`src/rtl/bus_slave_ram_rd_if.sv`:
```
// AXI3 read-address and read-data channel bundle between a bus master and
// the RAM read responder.
interface bus_slave_ram_rd_if #(
  parameter int ID_W = 4
);
  logic [ID_W-1:0] arid;
  logic [31:0]     araddr;
  logic [3:0]      arlen;
  logic [2:0]      arsize;
  logic [1:0]      arburst;
  logic [1:0]      arlock;
  logic [3:0]      arcache;
  logic [2:0]      arprot;
  logic            arvalid;
  logic            arready;
  logic [ID_W-1:0] rid;
  logic [31:0]     rdata;
  logic [1:0]      rresp;
  logic            rlast;
  logic            rvalid;
  logic            rready;

  modport master (
    output arid, araddr, arlen, arsize, arburst, arlock, arcache, arprot, arvalid,
    input  arready,
    input  rid, rdata, rresp, rlast, rvalid,
    output rready
  );

  modport slave (
    input  arid, araddr, arlen, arsize, arburst, arlock, arcache, arprot, arvalid,
    output arready,
    output rid, rdata, rresp, rlast, rvalid,
    input  rready
  );
endinterface

```
`src/rtl/bus_slave_ram_rd.sv`:
```
// AXI3 read responder in front of a 1-cycle-latency synchronous RAM: one burst at a
// time, FIXED/INCR/WRAP address generation, 2-entry output buffer for full rate.
//
//   state   | meaning
//   S_IDLE  | arready high, waiting for an AR handshake
//   S_BURST | issuing RAM reads and streaming R beats until the rlast handshake
module bus_slave_ram_rd #(
  parameter int RAM_AW = 12,
  parameter int ID_W   = 4
) (
  input  logic                aclk,
  input  logic                aresetn,
  bus_slave_ram_rd_if.slave   bus,
  output logic                ram_en,
  output logic [RAM_AW-1:0]   ram_addr,
  input  logic [31:0]         ram_rdata
);

  localparam logic [0:0] S_IDLE  = 1'b0;
  localparam logic [0:0] S_BURST = 1'b1;
  localparam logic [RAM_AW-1:0] ADDR_ONE = {{(RAM_AW-1){1'b0}}, 1'b1};

  logic [0:0]        state;
  logic              arready_q;
  logic [ID_W-1:0]   id_q;
  logic [RAM_AW-1:0] addr_q;
  logic [3:0]        len_q;
  logic [1:0]        burst_q;
  logic              err_q;
  logic [4:0]        issued_q;
  logic              inflight_q;
  logic              inflight_last_q;

  logic [31:0]       buf_data [2];
  logic              buf_last [2];
  logic              wr_ptr;
  logic              rd_ptr;
  logic [1:0]        count_q;

  logic              ar_hs;
  logic              ar_err;
  logic              rvalid;
  logic              pop;
  logic              push;
  logic              issue;
  logic [2:0]        occ;
  logic [4:0]        n_beats;
  logic [RAM_AW-1:0] addr_inc;
  logic [RAM_AW-1:0] wrap_mask;
  logic [RAM_AW-1:0] next_addr;
  logic              unused_ok;

  assign unused_ok = ^{bus.arlock, bus.arcache, bus.arprot,
                       bus.araddr[31:RAM_AW+2], bus.araddr[1:0]};

  assign ar_hs  = bus.arvalid & arready_q;
  assign ar_err = (bus.arsize != 3'b010) || (bus.arburst == 2'b11) ||
                  ((bus.arburst == 2'b10) && !((bus.arlen == 4'd1) || (bus.arlen == 4'd3) ||
                                               (bus.arlen == 4'd7) || (bus.arlen == 4'd15)));

  assign rvalid  = (count_q != 2'd0);
  assign pop     = rvalid & bus.rready;
  assign push    = inflight_q;
  assign n_beats = {1'b0, len_q} + 5'd1;
  // Slots already committed (buffered plus the read landing this cycle), less the beat leaving now.
  assign occ     = {1'b0, count_q} + {2'b00, inflight_q} - {2'b00, pop};
  assign issue   = (state == S_BURST) && (issued_q != n_beats) && (occ < 3'd2);

  assign ram_en   = issue & ~err_q;
  assign ram_addr = addr_q;

  assign addr_inc  = addr_q + ADDR_ONE;
  assign wrap_mask = {{(RAM_AW-4){1'b0}}, len_q};

  always_comb begin
    next_addr = addr_q;
    case (burst_q)
      2'b01:   next_addr = addr_inc;
      2'b10:   next_addr = (addr_q & ~wrap_mask) | (addr_inc & wrap_mask);
      default: next_addr = addr_q;
    endcase
  end

  always_ff @(posedge aclk or negedge aresetn) begin
    if (!aresetn) begin
      state           <= S_IDLE;
      arready_q       <= 1'b0;
      id_q            <= '0;
      addr_q          <= '0;
      len_q           <= '0;
      burst_q         <= '0;
      err_q           <= 1'b0;
      issued_q        <= '0;
      inflight_q      <= 1'b0;
      inflight_last_q <= 1'b0;
    end else begin
      inflight_q      <= issue;
      inflight_last_q <= (issued_q == {1'b0, len_q});
      case (state)
        S_IDLE: begin
          if (ar_hs) begin
            id_q      <= bus.arid;
            addr_q    <= bus.araddr[RAM_AW+1:2];
            len_q     <= bus.arlen;
            burst_q   <= bus.arburst;
            err_q     <= ar_err;
            issued_q  <= '0;
            arready_q <= 1'b0;
            state     <= S_BURST;
          end else begin
            arready_q <= 1'b1;
          end
        end
        default: begin
          if (issue) begin
            issued_q <= issued_q + 5'd1;
            addr_q   <= next_addr;
          end
          if (pop && buf_last[rd_ptr]) begin
            state     <= S_IDLE;
            arready_q <= 1'b1;
          end
        end
      endcase
    end
  end

  always_ff @(posedge aclk or negedge aresetn) begin
    if (!aresetn) begin
      for (int i = 0; i < 2; i++) begin
        buf_data[i] <= '0;
        buf_last[i] <= 1'b0;
      end
      wr_ptr  <= 1'b0;
      rd_ptr  <= 1'b0;
      count_q <= '0;
    end else begin
      if (push) begin
        buf_data[wr_ptr] <= err_q ? 32'd0 : ram_rdata;
        buf_last[wr_ptr] <= inflight_last_q;
        wr_ptr           <= ~wr_ptr;
      end
      if (pop) rd_ptr <= ~rd_ptr;
      case ({push, pop})
        2'b10:   count_q <= count_q + 2'd1;
        2'b01:   count_q <= count_q - 2'd1;
        default: count_q <= count_q;
      endcase
    end
  end

  // err_q only changes in S_IDLE, after the last beat has left, so it is valid for every head beat.
  assign bus.arready = arready_q;
  assign bus.rvalid  = rvalid;
  assign bus.rid     = id_q;
  assign bus.rdata   = buf_data[rd_ptr];
  assign bus.rlast   = rvalid & buf_last[rd_ptr];
  assign bus.rresp   = (rvalid && err_q) ? 2'b10 : 2'b00;

endmodule

```
`src/flat_wrapper.sv`:
```
// flat-port wrapper written by rule: the top's interface ports become plain ports
module bus_slave_ram_rd_flat 
#(
  parameter int RAM_AW = 12,
  parameter int ID_W   = 4
)
  (aclk, aresetn, ram_en, ram_addr, ram_rdata, bus_arid, bus_araddr, bus_arlen, bus_arsize, bus_arburst, bus_arlock, bus_arcache, bus_arprot, bus_arvalid, bus_arready, bus_rid, bus_rdata, bus_rresp, bus_rlast, bus_rvalid, bus_rready);
  bus_slave_ram_rd_if #(.ID_W(ID_W)) bus_i ();
  input  logic aclk;
  input  logic aresetn;
  output logic ram_en;
  output logic [RAM_AW-1:0] ram_addr;
  input  logic [31:0] ram_rdata;
  input wire logic [$bits(bus_i.arid)-1:0] bus_arid;
  input wire logic [$bits(bus_i.araddr)-1:0] bus_araddr;
  input wire logic [$bits(bus_i.arlen)-1:0] bus_arlen;
  input wire logic [$bits(bus_i.arsize)-1:0] bus_arsize;
  input wire logic [$bits(bus_i.arburst)-1:0] bus_arburst;
  input wire logic [$bits(bus_i.arlock)-1:0] bus_arlock;
  input wire logic [$bits(bus_i.arcache)-1:0] bus_arcache;
  input wire logic [$bits(bus_i.arprot)-1:0] bus_arprot;
  input wire logic [$bits(bus_i.arvalid)-1:0] bus_arvalid;
  output wire logic [$bits(bus_i.arready)-1:0] bus_arready;
  output wire logic [$bits(bus_i.rid)-1:0] bus_rid;
  output wire logic [$bits(bus_i.rdata)-1:0] bus_rdata;
  output wire logic [$bits(bus_i.rresp)-1:0] bus_rresp;
  output wire logic [$bits(bus_i.rlast)-1:0] bus_rlast;
  output wire logic [$bits(bus_i.rvalid)-1:0] bus_rvalid;
  input wire logic [$bits(bus_i.rready)-1:0] bus_rready;
  assign bus_i.arid = bus_arid;
  assign bus_i.araddr = bus_araddr;
  assign bus_i.arlen = bus_arlen;
  assign bus_i.arsize = bus_arsize;
  assign bus_i.arburst = bus_arburst;
  assign bus_i.arlock = bus_arlock;
  assign bus_i.arcache = bus_arcache;
  assign bus_i.arprot = bus_arprot;
  assign bus_i.arvalid = bus_arvalid;
  assign bus_arready = bus_i.arready;
  assign bus_rid = bus_i.rid;
  assign bus_rdata = bus_i.rdata;
  assign bus_rresp = bus_i.rresp;
  assign bus_rlast = bus_i.rlast;
  assign bus_rvalid = bus_i.rvalid;
  assign bus_i.rready = bus_rready;
  bus_slave_ram_rd #(.RAM_AW(RAM_AW), .ID_W(ID_W)) u_core (.aclk(aclk), .aresetn(aresetn), .bus(bus_i), .ram_en(ram_en), .ram_addr(ram_addr), .ram_rdata(ram_rdata));
endmodule
```
`config.mk`:
```
export PLATFORM = sky130hd
export DESIGN_NAME = bus_slave_ram_rd_flat
export DESIGN_NICKNAME = d
export VERILOG_FILES = /design/src/rtl/bus_slave_ram_rd_if.sv /design/src/rtl/bus_slave_ram_rd.sv /design/src/flat_wrapper.sv
export SDC_FILE = /design/constraint.sdc
export NUM_CORES = 1
export LEC_CHECK = 0
export ABC_AREA = 1
export BUFFER_PORTS_ARGS = -buffer_cell sky130_fd_sc_hd__buf_2
export CAP_MARGIN = 25
export CORE_MARGIN = 2
export CORE_UTILIZATION = 53
export CTS_BUF_LIST = sky130_fd_sc_hd__clkbuf_4 sky130_fd_sc_hd__clkbuf_8 sky130_fd_sc_hd__clkbuf_16
export DETAILED_ROUTE_END_ITERATION = 7
export GPL_ROUTABILITY_DRIVEN = 0
export PLACE_DENSITY = 0.83
export SLEW_MARGIN = 20
export SYNTH_ARGS = -nofsm -noshare
export SYNTH_HDL_FRONTEND = slang
export SYNTH_SLANG_ARGS = --single-unit
```
`constraint.sdc`:
```
create_clock -name aclk -period 2.7 [get_ports aclk]
set_input_delay 0.27 -clock aclk [delete_from_list [all_inputs] [get_ports aclk]]
set_output_delay 0.27 -clock aclk [all_outputs]
set_load 0.01 [all_outputs]
```
==> results.sh <==
export IMPL_drcViolationCount=0
export IMPL_cp_data_arrival_time_ps=2350
export IMPL_drtPass1Iterations=4
export IMPL_rsz0062_at_grt="yes"
export IMPL_grt_pass1_wl_mm=19.97
export IMPL_cp_max_fo=4
export IMPL_crit_chain="nor2_4 > nor2_4 > xor2_2 > nand2_1 > fa_1 > o211ai_1 > a21oi_1 > nand2_2 > nor2_2 > buf_2"
export IMPL_cts_tree="done"
export IMPL_final_cells=971
export IMPL_antenna_found_initial=0
export IMPL_start_kind="flop"
export IMPL_hold_viol=0
export IMPL_rows=36
export IMPL_yosys_warnings=0
export IMPL_grt_max_degree=65
export IMPL_via_per_inst=4.906
export IMPL_core_area_sq_um=9684
export IMPL_crit_type="reg -> out"
export IMPL_die_w_um=103.6
export IMPL_vias=4764
export IMPL_antenna_cells=0
export IMPL_worst_slew_pin_slew_ps=704.8
export IMPL_cp_slowest_cell="fa_1"
export IMPL_drive_gt1_share_pct=19.69
export IMPL_fin_area_sq_um=6243
export IMPL_post_route_period_util_pct=97.02
export IMPL_syn_cell_area_sq_um=5254
export IMPL_grt_pass1_vias=4503
export IMPL_clock_root_buffer="clkbuf_8"
export IMPL_ys_ff_latch=102
export IMPL_clock_skew_ps=8.973
export IMPL_cts_path_max_buffers=2
export IMPL_required_ps=2430
export IMPL_start_util_pct=54.25
export IMPL_max_stage_delay_ps=480
export IMPL_hold_class="in -> reg"
export IMPL_postRouteAntennaNets=0
export IMPL_place_inst=949
export IMPL_synth_nets=817
export IMPL_cts_clk_slew_worst_paths_ps=100
export IMPL_synth_distinct_cells=36
export IMPL_pwr_density_cell_nw_per_um2=1060
export IMPL_fillers=905
export IMPL_drv_cap=0
export IMPL_finalWorstSetupSlack_ps=80.44
export IMPL_grt_overflow_total=0
export IMPL_synth_avg_cell_area_sq_um=7.277
export IMPL_pre_cts_ws_ps=169.2
export IMPL_cts_sinks=102
export IMPL_grt_total_usage_pct=22.49
export IMPL_areaGrowthSynthToFinish_pct=18.84
export IMPL_critPathCaptureType="output pin"
export IMPL_ys_seq_area_share_pct=48.58
export IMPL_path_buf_inv=1
export IMPL_fin_crit_ps=2620
export IMPL_ios=144
export IMPL_fin_nets=928
export IMPL_p_leak_nw=3.405
export IMPL_slew_headroom_pct=53.02
export IMPL_die_h_um=103.6
export IMPL_drv_slew=0
export IMPL_io_buffers=113
export IMPL_synth_edf_count=0
export IMPL_setup_violations=0
export IMPL_cp_top_family="simple AND/OR/NAND/NOR gates"
export IMPL_cts_made_buffers=9
export IMPL_place_area_sq_um=5957
export IMPL_fmax_mhz=381.7
export IMPL_path_common_cell="nor2_4"
export IMPL_fin_setup_tns_ps=0
export IMPL_drtIter0Drc=220
export IMPL_status="completed"
export IMPL_ir_worst_vdd_mv=0.7784
export IMPL_synthCells=722
export IMPL_htree_levels=3
export IMPL_die_area_sq_um=10730
export IMPL_dp_hpwl_mm=8.022
export IMPL_wire_per_inst_um=11.99
export IMPL_wirelength_mm=11.64
export IMPL_async_reset_ff_share_pct=100.0
export IMPL_dominantRegCellSynth="dfrtp_1"
export IMPL_clk_latency_ps=360
==> per-layer routing <==
| metal | wire, um | track usage, % | share of wire (%) | vias to the layer above |
|---|---|---|---|---|
| met3 | 572 | 3.650 | 4.9 | 11 |
| met1 | 5341 | 30.50 | 46 | 2198 |
| li1 | - | - | - | 2440 |
| met4 | 140 | 5.502 | 1.2 | 0 |
| met5 | 0 | 0 | 0 | - |
| met2 | 5584 | 38.13 | 48 | 115 |
==> final timing paths <==
path | to | depth (start not counted) | start | slack, ps
min in group asynchronous | u_core.buf_data[33]$_DFFE_PN0P_ | 2 | aresetn | 480
worst min register to register | u_core.bus.rid[0]$_DFFE_PN0P_ | 2 | u_core.bus.rid[0]$_DFFE_PN0P_ | 480
worst min-delay path | u_core.bus.rid[3]$_DFFE_PN0P_ | 3 | bus_arid[3] | 100
max in group asynchronous | async pin | 3 | aresetn | 1540
worst max-delay path | ram_en | 10 | u_core.count_q[1]$_DFFE_PN0N_ | 80
worst max register to register | u_core.ram_addr[10]$_DFFE_PN0P_ | 12 | u_core.count_q[1]$_DFFE_PN0N_ | 330
==> repair_timing <==
action / 4_1_cts / 5_1_grt
gates resized for setup: 6 / 1
buffers inserted: 0 / 4
setup endpoints to repair: 1 / 1
hold buffers: 1 / 0
pin swaps: 0 / 3
hold endpoints to repair: 52 / 0
==> layout make-up <==
type	count	area (sq um)	area share, %
Inverter	103	386.6	6.192
Tap cell	133	166.4	2.665
Multi-Input combinational cell	486	2205	35.31
Timing Repair Buffer	131	738.2	11.82
Clock buffer	11	151.4	2.425
Sequential cell	102	2555	40.92
Clock inverter	5	41.29	0.6613
==> worst min-delay path: stages <==
cell and delay, ps:
buf_2 70, nand2_1 40, nand2_1 40
==> kinds of logic (layout without fill, tap and decap cells) <==
group	after synthesis	count (layout)	synth area share [%]
muxes	1	1	0.1905
adders and majority gates	5	5	1.334
DFF	102	102	48.58
other	1	1	0.07138
and+or+nand+nor	365	365	27.94
xor gates and xnor gates	7	7	1.167
AOI/OAI and AO/OA	107	107	10.65
buffers and inverters	134	250	10.07
==> synthesized netlist by cell type, types with 4 or more instances <==
| master | instances | area [sq um] |
|---|---|---|
| buf_1 | 4 | 15.01 |
| clkbuf_1 | 20 | 75.07 |
| dfrtp_1 | 102 | 2552 |
| ha_1 | 4 | 50.05 |
| inv_1 | 98 | 367.9 |
| inv_2 | 4 | 15.01 |
| nand2_1 | 270 | 1013 |
| nand3_1 | 26 | 130.1 |
| nand4_1 | 6 | 37.54 |
| nor2_1 | 49 | 183.9 |
| nor3_1 | 4 | 20.02 |
| o21ai_0 | 90 | 450.4 |
| o21ai_1 | 5 | 25.02 |
| xor2_1 | 6 | 52.55 |
==> through the flow <==
stage / total power [mW] / utilization, % / hold slack (ps)
2_1_floorplan: 4.633 / - / -25.59
3_3_place_gp: 5.533 / 61.51 / 360.3
3_5_place_dp: 5.637 / 61.51 / 352.6
4_1_cts: 6.600 / 63.85 / 81.28
5_1_grt: 7.231 / 64.47 / 94.70
6_report: 6.621 / 64.47 / 98.04
==> sequential cells by signal, summed over array words and instances (netlist names), named ones only <==
name	count
u_core.bus.arready	1
u_core.inflight_q	1
u_core.issued_q	5
u_core.burst_q	2
u_core.buf_last	2
u_core.buf_data	64
u_core.wr_ptr	1
u_core.err_q	1
u_core.rd_ptr	1
u_core.bus.rid	4
u_core.inflight_last_q	1
u_core.ram_addr	9
u_core.state	1
u_core.len_q	4
u_core.count_q	2
==> where the power goes <==
group	switching, mW	total (mW)	internal [mW]	leakage (nW)
Sequential	0.492	2.61	2.11	1.32
Clock	0.526	0.918	0.393	0.0922
Combinational	1.94	3.10	1.15	1.99
==> layout by cell type, fill, tap and decap left out, types with 2 or more instances in the layout <==
master,Yosys,layout
clkbuf_8,0,11
nand3_1,26,26
buf_4,2,16
o21ai_1,5,5
clkinv_4,0,2
nand2_1,270,270
xor2_1,6,5
o211ai_1,3,3
clkinvlp_4,0,2
nor2_1,49,45
inv_1,98,98
nand4_1,6,6
inv_2,4,4
nand3b_1,2,2
o21ai_0,90,90
nand2_2,3,3
ha_1,4,4
nor2_4,0,3
dfrtp_1,102,100
dfrtp_2,0,2
buf_2,3,112
a21oi_1,3,3
nand3_2,2,2
nor3_1,4,4
No activity file was read; power rests on OpenSTA's default activity.
